[config.mk]
export PLATFORM = sky130hd
export DESIGN_NAME = lane_rot_ctrl
export DESIGN_NICKNAME = d
export VERILOG_FILES = /design/src/rtl/lane_rot_pkg.sv /design/src/rtl/lane_rotl.sv /design/src/rtl/lane_rot_ctrl.sv
export SDC_FILE = /design/constraint.sdc
export NUM_CORES = 1
export LEC_CHECK = 0
export ABC_AREA = 1
export CORE_ASPECT_RATIO = 1.4
export CORE_UTILIZATION = 35
export CTS_BUF_LIST = sky130_fd_sc_hd__clkbuf_8
export DETAILED_ROUTE_END_ITERATION = 12
export HOLD_SLACK_MARGIN = 0.02
export SYNTH_ARGS = -nofsm -noshare
export SYNTH_HDL_FRONTEND = slang
export SYNTH_SLANG_ARGS = --single-unit
[constraint.sdc]
create_clock -name clk -period 1.76 [get_ports clk]
set_input_delay 0.264 -clock clk [delete_from_list [all_inputs] [get_ports clk]]
set_output_delay 0.264 -clock clk [all_outputs]
set_load 0.01 [all_outputs]
[src/rtl/lane_rot_pkg.sv]
// Shared constants and FSM state type for the lane rotation-offset sequencer.
package lane_rot_pkg;

  localparam int unsigned LANE_W    = 64;
  localparam int unsigned N_LANES   = 25;
  localparam int unsigned IDX_W     = 5;
  localparam int unsigned SHIFT_W   = 6;
  localparam int unsigned LAST_LANE = N_LANES - 1;

  typedef enum logic [2:0] {
    StIdle,
    StRd,
    StRot,
    StWr,
    StDone
  } state_e;

endpackage

[src/rtl/lane_rotl.sv]
// Combinational left rotator; the shift amount is reduced modulo Width.
module lane_rotl #(
  parameter int unsigned Width  = 64,
  parameter int unsigned ShiftW = 6
) (
  input  logic [Width-1:0]  din,
  input  logic [ShiftW-1:0] shift,
  output logic [Width-1:0]  dout
);

  logic [2*Width-1:0] dbl;
  int unsigned        amt;

  // The upper half of the doubled word shifted left is the rotated word.
  always_comb begin
    amt  = 32'(shift) % Width;
    dbl  = {din, din} << amt;
    dout = dbl[2*Width-1:Width];
  end

endmodule

[src/rtl/lane_rot_ctrl.sv]
// Rotation-offset sequencer: read, rotate by the decoded offset, write back lanes 0..N_LANES-1.
// Define LANE_ROT_PIPE_EN to overlap the read/rotate/write stages (one lane per cycle).
module lane_rot_ctrl
  import lane_rot_pkg::*;
(
  input  logic              clk,
  input  logic              rst_n,
  input  logic              start,
  output logic              busy,
  output logic              done,
  output logic [IDX_W-1:0]  dec_idx,
  input  logic [SHIFT_W-1:0] dec_shift,
  output logic              mem_rd_en,
  output logic [IDX_W-1:0]  mem_rd_addr,
  input  logic [LANE_W-1:0] mem_rd_data,
  output logic              mem_wr_en,
  output logic [IDX_W-1:0]  mem_wr_addr,
  output logic [LANE_W-1:0] mem_wr_data
);

  logic [LANE_W-1:0] rot_word;

  lane_rotl #(
    .Width (LANE_W),
    .ShiftW(SHIFT_W)
  ) u_rotl (
    .din  (mem_rd_data),
    .shift(dec_shift),
    .dout (rot_word)
  );

`ifdef LANE_ROT_PIPE_EN

  logic              rd_act_q, rot_v_q, wr_v_q, done_q;
  logic [IDX_W-1:0]  rd_idx_q, rot_idx_q, wr_idx_q;
  logic [LANE_W-1:0] data_q;
  logic              idle;

  assign idle = ~(rd_act_q | rot_v_q | wr_v_q | done_q);

  always_ff @(posedge clk or negedge rst_n) begin
    if (!rst_n) begin
      rd_act_q  <= 1'b0;
      rot_v_q   <= 1'b0;
      wr_v_q    <= 1'b0;
      done_q    <= 1'b0;
      rd_idx_q  <= '0;
      rot_idx_q <= '0;
      wr_idx_q  <= '0;
      data_q    <= '0;
    end else begin
      if (idle && start) begin
        rd_act_q <= 1'b1;
        rd_idx_q <= '0;
      end else if (rd_act_q && rd_idx_q == IDX_W'(LAST_LANE)) begin
        rd_act_q <= 1'b0;
      end else if (rd_act_q) begin
        rd_idx_q <= rd_idx_q + 1'b1;
      end
      rot_v_q   <= rd_act_q;
      rot_idx_q <= rd_idx_q;
      wr_v_q    <= rot_v_q;
      wr_idx_q  <= rot_idx_q;
      if (rot_v_q) data_q <= rot_word;
      done_q    <= wr_v_q && (wr_idx_q == IDX_W'(LAST_LANE));
    end
  end

  always_comb begin
    busy        = rd_act_q | rot_v_q | wr_v_q;
    done        = done_q;
    mem_rd_en   = rd_act_q;
    mem_rd_addr = rd_act_q ? rd_idx_q : '0;
    dec_idx     = rot_v_q ? rot_idx_q : '0;
    mem_wr_en   = wr_v_q;
    mem_wr_addr = wr_v_q ? wr_idx_q : '0;
    mem_wr_data = wr_v_q ? data_q : '0;
  end

`else

  state_e            state_q, state_d;
  logic [IDX_W-1:0]  cnt_q, cnt_d;
  logic [LANE_W-1:0] data_q, data_d;

  always_ff @(posedge clk or negedge rst_n) begin
    if (!rst_n) begin
      state_q <= StIdle;
      cnt_q   <= '0;
      data_q  <= '0;
    end else begin
      state_q <= state_d;
      cnt_q   <= cnt_d;
      data_q  <= data_d;
    end
  end

  always_comb begin
    state_d     = state_q;
    cnt_d       = cnt_q;
    data_d      = data_q;
    busy        = 1'b0;
    done        = 1'b0;
    dec_idx     = '0;
    mem_rd_en   = 1'b0;
    mem_rd_addr = '0;
    mem_wr_en   = 1'b0;
    mem_wr_addr = '0;
    mem_wr_data = '0;
    case (state_q)
      StIdle: begin
        if (start) begin
          state_d = StRd;
          cnt_d   = '0;
        end
      end
      StRd: begin
        busy        = 1'b1;
        dec_idx     = cnt_q;
        mem_rd_en   = 1'b1;
        mem_rd_addr = cnt_q;
        state_d     = StRot;
      end
      StRot: begin
        busy    = 1'b1;
        dec_idx = cnt_q;
        data_d  = rot_word;
        state_d = StWr;
      end
      StWr: begin
        busy        = 1'b1;
        dec_idx     = cnt_q;
        mem_wr_en   = 1'b1;
        mem_wr_addr = cnt_q;
        mem_wr_data = data_q;
        if (cnt_q == IDX_W'(LAST_LANE)) begin
          state_d = StDone;
        end else begin
          cnt_d   = cnt_q + 1'b1;
          state_d = StRd;
        end
      end
      StDone: begin
        done    = 1'b1;
        dec_idx = cnt_q;
        state_d = StIdle;
      end
      default: state_d = StIdle;
    endcase
  end

`endif

endmodule
# Word level (Yosys, flattened, before mapping)
# Cells that the tools add are included.
# W data, S select, Z words.
[word_totals]
register_bits = 72
latchBits = 0
ramBits = 0
rom_bits = 0
input_bits = 73
output_inout_bits = 83
wordCells = 31
memories = 0
[classes]
add_sub_neg = 1
mul = 0
div_mod_pow = 0
magnitude_cmp = 0
n_eq_ne = 7
shift = 1
n_mux = 14
n_bitwise = 0
reduce_logical = 5
[op_table]
columns = ["op", "n"]
rows = [
  ["$shl A128 B6 Y128", 1],
  ["$mux W64", 1],
  ["$mux W5", 5],
  ["$pmux W3 S4", 1],
  ["$pmux W5 S2", 1],
  ["$eq A3 B2 Y1 const B", 2],
  ["$mux W3", 2],
  ["$add A5 B1 Y5 const B", 1],
  ["$eq A5 B5 Y1 const B", 1],
  ["$mux W1", 4],
  ["$ne A2 B2 Y1 const B", 2],
  ["$reduce_or A4 Y1", 1],
  ["$eq A3 B1 Y1 const B", 1],
  ["$eq A3 B3 Y1 const B", 1],
  ["$logic_not A3 Y1", 1],
  ["$reduce_and A3 Y1", 1],
  ["$reduce_or A3 Y1", 1],
  ["$reduce_bool A2 Y1", 1],
]

# Longest topological paths before layout
# Gate-level depths: netlist of run 1.
[logic_depth]
depth_word = 3
mapped_depth = 10
depth_no_buf = 9

# Cells and area by module
# From an unflattened synthesis of run 1, not the netlist that was laid out.
[unflattened]
cells_unflattened = 1414
area_unflattened_um2 = 7802.5
[by_module_without_submodules]
columns = ["mod", "n_inst", "cells_each", "area_each_um2", "seq_area_each_um2"]
rows = [
  ["lane_rotl", 1, 980, 4455.5, 0.0],
  ["lane_rot_ctrl", 1, 434, 3347.0, 1801.7],
]

# Worst setup path after synthesis of run 1
# Ideal clock, no wire load.
[synth_timing]
path_type = "reg2reg"
start = "reg cnt_q[0]"
end = "reg cnt_q[4]"
setup_ns = 0.126
t_arrival_ns = 1.331
t_required_ns = 1.634
path_slack_ns = 0.304
stages_incl_launch_ff = 9
n_path_buf = 0
synth_period_minus_slack_ns = 1.456
cell_sequence = "dfrtp_1 > inv_1 > ha_1 > nand4_1 > nor2_1 > nor2_4 > nand3_1 > o21ai_0 > nor3b_2"
[synth_via]
elab_chain_len = 3
word_cells_on_any_way = 6
cone_classes = "add/sub (1); eq/ne (2); mux (2); reduce/logical (1)"
[synth_rtl]
columns = ["element", "line", "source"]
rows = [
  ["from (decl)", "lane_rot_ctrl.sv:83", "logic [IDX_W-1:0] cnt_q, cnt_d;"],
  ["from (signal assigned)", "lane_rot_ctrl.sv:93", "cnt_q <= cnt_d;"],
  ["$add A5 B1 Y5 / $eq A5 B5 Y1 (equally long branches)", "lane_rot_ctrl.sv:139, lane_rot_ctrl.sv:136", ""],
  ["$mux W5 / $ne A2 B2 Y1 (equally long branches)", "-", ""],
  ["$pmux W5 S2 / $reduce_and A3 Y1 (equally long branches)", "-", ""],
]
# Parallel ways exist; a longest one is shown, timed or not. The select of a mux whose other input is x is not followed.
# A chain may end at the register's enable or synchronous reset.

# Final worst setup path of run 1
[layout_timing]
start = "reg state_q[2]"
end = "out mem_wr_data[28]"
[layout_via]
elab_chain_len = 2
[layout_rtl]
columns = ["element", "line", "source"]
rows = [
  ["from (decl)", "lane_rot_ctrl.sv:82", "state_e state_q, state_d;"],
  ["from (signal assigned)", "lane_rot_ctrl.sv:88", "state_q <= StIdle;"],
  ["from (signal assigned)", "lane_rot_ctrl.sv:92", "state_q <= state_d;"],
  ["$eq A3 B2 Y1", "lane_rot_ctrl.sv:110", "case (state_q)"],
  ["$mux W64", "lane_rot_ctrl.sv:110", ""],
  ["to (decl)", "lane_rot_ctrl.sv:18", "output logic [LANE_W-1:0] mem_wr_data"],
]
# No other way between the ends.

==> results of run 1 <==
power by group through the flow:
stage	clock network [W]	logic (W)	registers, W
6_report	0.00146	0.00724	0.00293
5_1_grt	0.00155	0.00791	0.00302
4_1_cts	0.00150	0.00604	0.00293
3_5_place_dp	0	0.00624	0.00295
3_3_place_gp	0	0.00620	0.00293
2_1_floorplan	0	0.00356	0.00280
layout make-up:
type	instances	area, um2
clock buffers	9	124
repair buffers	260	2490
multi-input cells	1076	5180
clock inverters	7	88.8
well taps	260	325
inverters	82	310
flip-flops and latches	72	1810
fillers	2285	10900
critical path, stage by stage, from the launching register on:
cell       delay [ns]
dfrtp_2          0.45
inv_4            0.08
nand3_4          0.10
buf_8            0.17
clkbuf_16        0.16
buf_4            0.14
nor2_1           0.08
buf_2            0.14
final timing paths:
check	end	cells after the start
min	data_q[10]	2
max	mem_wr_data[28]	7
min in group clk	data_q[10]	5
max in group asynchronous	data_q[48]	4
min reg2reg	data_q[53]	2
max reg2reg	cnt_q[4]	10
metal layers:
metal / global-route usage / up-vias / share of wire
met5: 0 / - / 0
met4: 0.174 / 0 / 0.056
met3: 0.0409 / 79 / 0.060
met2: 0.520 / 453 / 0.48
met1: 0.398 / 4857 / 0.40
li1: - / 4905 / -
sequential cells by signal (all words and copies together), names as in the netlist:
| signal | count |
|---|---|
| data_q | 64 |
| cnt_q | 5 |
| state_q | 3 |
layout by cell type, fill, tap and decap left out, drive strengths merged:
cell type      instances
buf                  164
clkinvlp               1
inv                   84
a21boi                 1
o21ai                  4
clkdlybuf4s15          7
a21oi                  1
clkbuf                26
clkdlybuf4s50         65
ha                     2
nand4                  1
nand2                264
dlymetal6s2s           5
dlygate4sd3            1
bufinv                 2
clkinv                 2
nand3                710
dfrtp                 72
nor3                   4
nor3b                  1
dlygate4sd2            1
nor2                  87
xor2                   1
through the flow:
step                hold slack, ns  cells  setup slack, ns  power, W
floorplan                  -0.0316   1329            0.304   0.00636
global placement             0.236   1720           -0.131   0.00914
detailed placement           0.237   1720           -0.151   0.00919
CTS                          0.362   1739           -0.426    0.0105
global route                 0.431   1766           -0.242    0.0125
finish                       0.393   1766           -0.184    0.0116
kinds of logic after synthesis:
group	Yosys count
buffers and inverters	181
AOI/OAI and AO/OA	6
and+or+nand+nor	1067
adders and majority gates	2
DFF	72
xor gates and xnor gates	1
repair_timing:
action | 4_1_cts | 5_1_grt
setup buffers | 2 | 21
endpoints found under the hold margin | 15 | 0
endpoints found under the setup margin | 83 | 85
gates cloned | 0 | 6
gates resized for setup | 125 | 234
pin swaps | 0 | 4
hold buffers | 1 | 0
==> impl_metrics.ini, run 1 <==
[synth]
synth_cell_types = 21
synth_warnings = 0
synthTopCellsByCount = 709 x nand3_1, 264 x nand2_1, 86 x nor2_1
netlist_area_um2 = 7570
muxShareOfSynthArea = 0
synth_largest_area_cell = nand3_1
synth_top_family_by_area = simple AND/OR/NAND/NOR gates
yosysMostFrequentCell = nand3_1
synth_top_cell_area_share = 0.469
synth-edff-count = 0
synth_cells = 1329
seq_area_frac_synth = 0.238
syn_nets = 1404
syn_avg_cell_area_um2 = 5.69
synth_xor_area_frac = 0.00116
synthSimpleGateAreaFrac = 0.651
synth_compound_area_frac = 0.00430
synthArstFlopShare = 1.00
synth_fa_ha_area_frac = 0.00331
synth-seq-cells = 72
synthFlopType = dfrtp_1
synthTopCellsByArea = nand3_1 47%, dfrtp_1 24%, nand2_1 13%, nor2_1 4.3%, inv_1 3.8%

[timing]
fmax_ghz = 0.514
rsz0062_at_grt = yes
tns_ns = -4.45
clock-skew-final_ns = 0.0132
finalHoldViolations = 0
final_max_slew_viol_count = 0
period_share = 1.10
min_period_ns = 1.94
finalSetupViolCount = 56
worst_slew_pin_slew_ns = 0.466
worst_slack_ns = -0.184
slew_headroom = 0.690

[worst_setup_path]
r2r_setup_slack_ns = 0.06
end_kind = output pin
worstPathRequired_ns = 1.50
r2r-start = state_q[2]
crit_path_start = state_q[2]
cp_max_fo = 6
cp.arrival_ns = 1.68
critical_path_class = reg2out
worstSetupStartpointType = flop

[worst_hold_path]
min_path_type = in2async

[die]
die_w_um = 126
dieArea_um2 = 22200
coreArea_um2 = 21200
initial_core_util = 0.357
pin_count = 156
dieHeight_um = 176
rows = 63

[global_routing]
grt_first_pass_wirelength_mm = 52.8
grt_overflow = 0
grt_antenna_before_repair = 0
grt_max_degree = 66
first_global_vias = 9100
grt_usage = 0.315

[clock_tree]
worstSkewPairLatency_ns = 0.37
clock_sinks = 72
cts_tree = built
clk_pin_slew_ns = 0.09
htree_levels = 3
cts_root_buf = clkbuf_8
numCtsBuffers = 9
clock_path_buffers = 2

[drt]
dr_total_vias = 10300
drtIter0Drc = 958
finalWirelength_mm = 36.2
drc_errors = 0
drtAntennaViolNets = 0
vias_per_cell = 5.83
drtPass1Iterations = 6
wire_per_inst_um = 20.5

[placed_design]
dpl_cell_area_um2 = 9770
numPortBuffers = 155
dp_hpwl_mm = 28.0
gp_congestion = 1.04

[finish]
layout-drive-gt1-share = 0.164
areaGrowthSynthToFinish_pct = 36.5
design_area_um2 = 10300
final_util = 0.487
final_nets = 1576
antenna_cells = 0

[outcome]
violations = setup timing
status = finished with violations

[run]
maxCapViolCount = 0

[power]
power.density_nw_per_um2 = 1130
irDropWorstVdd_mv = 0.745
leakage_nw = 5.16
p_clk_frac = 0.126
combPwrFrac = 0.622
p_switching_w = 0.00539
internal_power_w = 0.00625
switching_share = 0.463
pwr-share-seq = 0.252
Power figures use the tool's default switching activity.
==> inputs of run 2 (changes only) <==
--- a/config.mk
+++ b/config.mk
@@ -10,6 +10,7 @@
 export CORE_UTILIZATION = 35
 export CTS_BUF_LIST = sky130_fd_sc_hd__clkbuf_8
 export DETAILED_ROUTE_END_ITERATION = 12
+export GPL_TIMING_DRIVEN = 1
 export HOLD_SLACK_MARGIN = 0.02
 export SYNTH_ARGS = -nofsm -noshare
 export SYNTH_HDL_FRONTEND = slang
==> results of run 2 <==
Same layout as run 1: the final DEF is identical, and so are final timing and power.
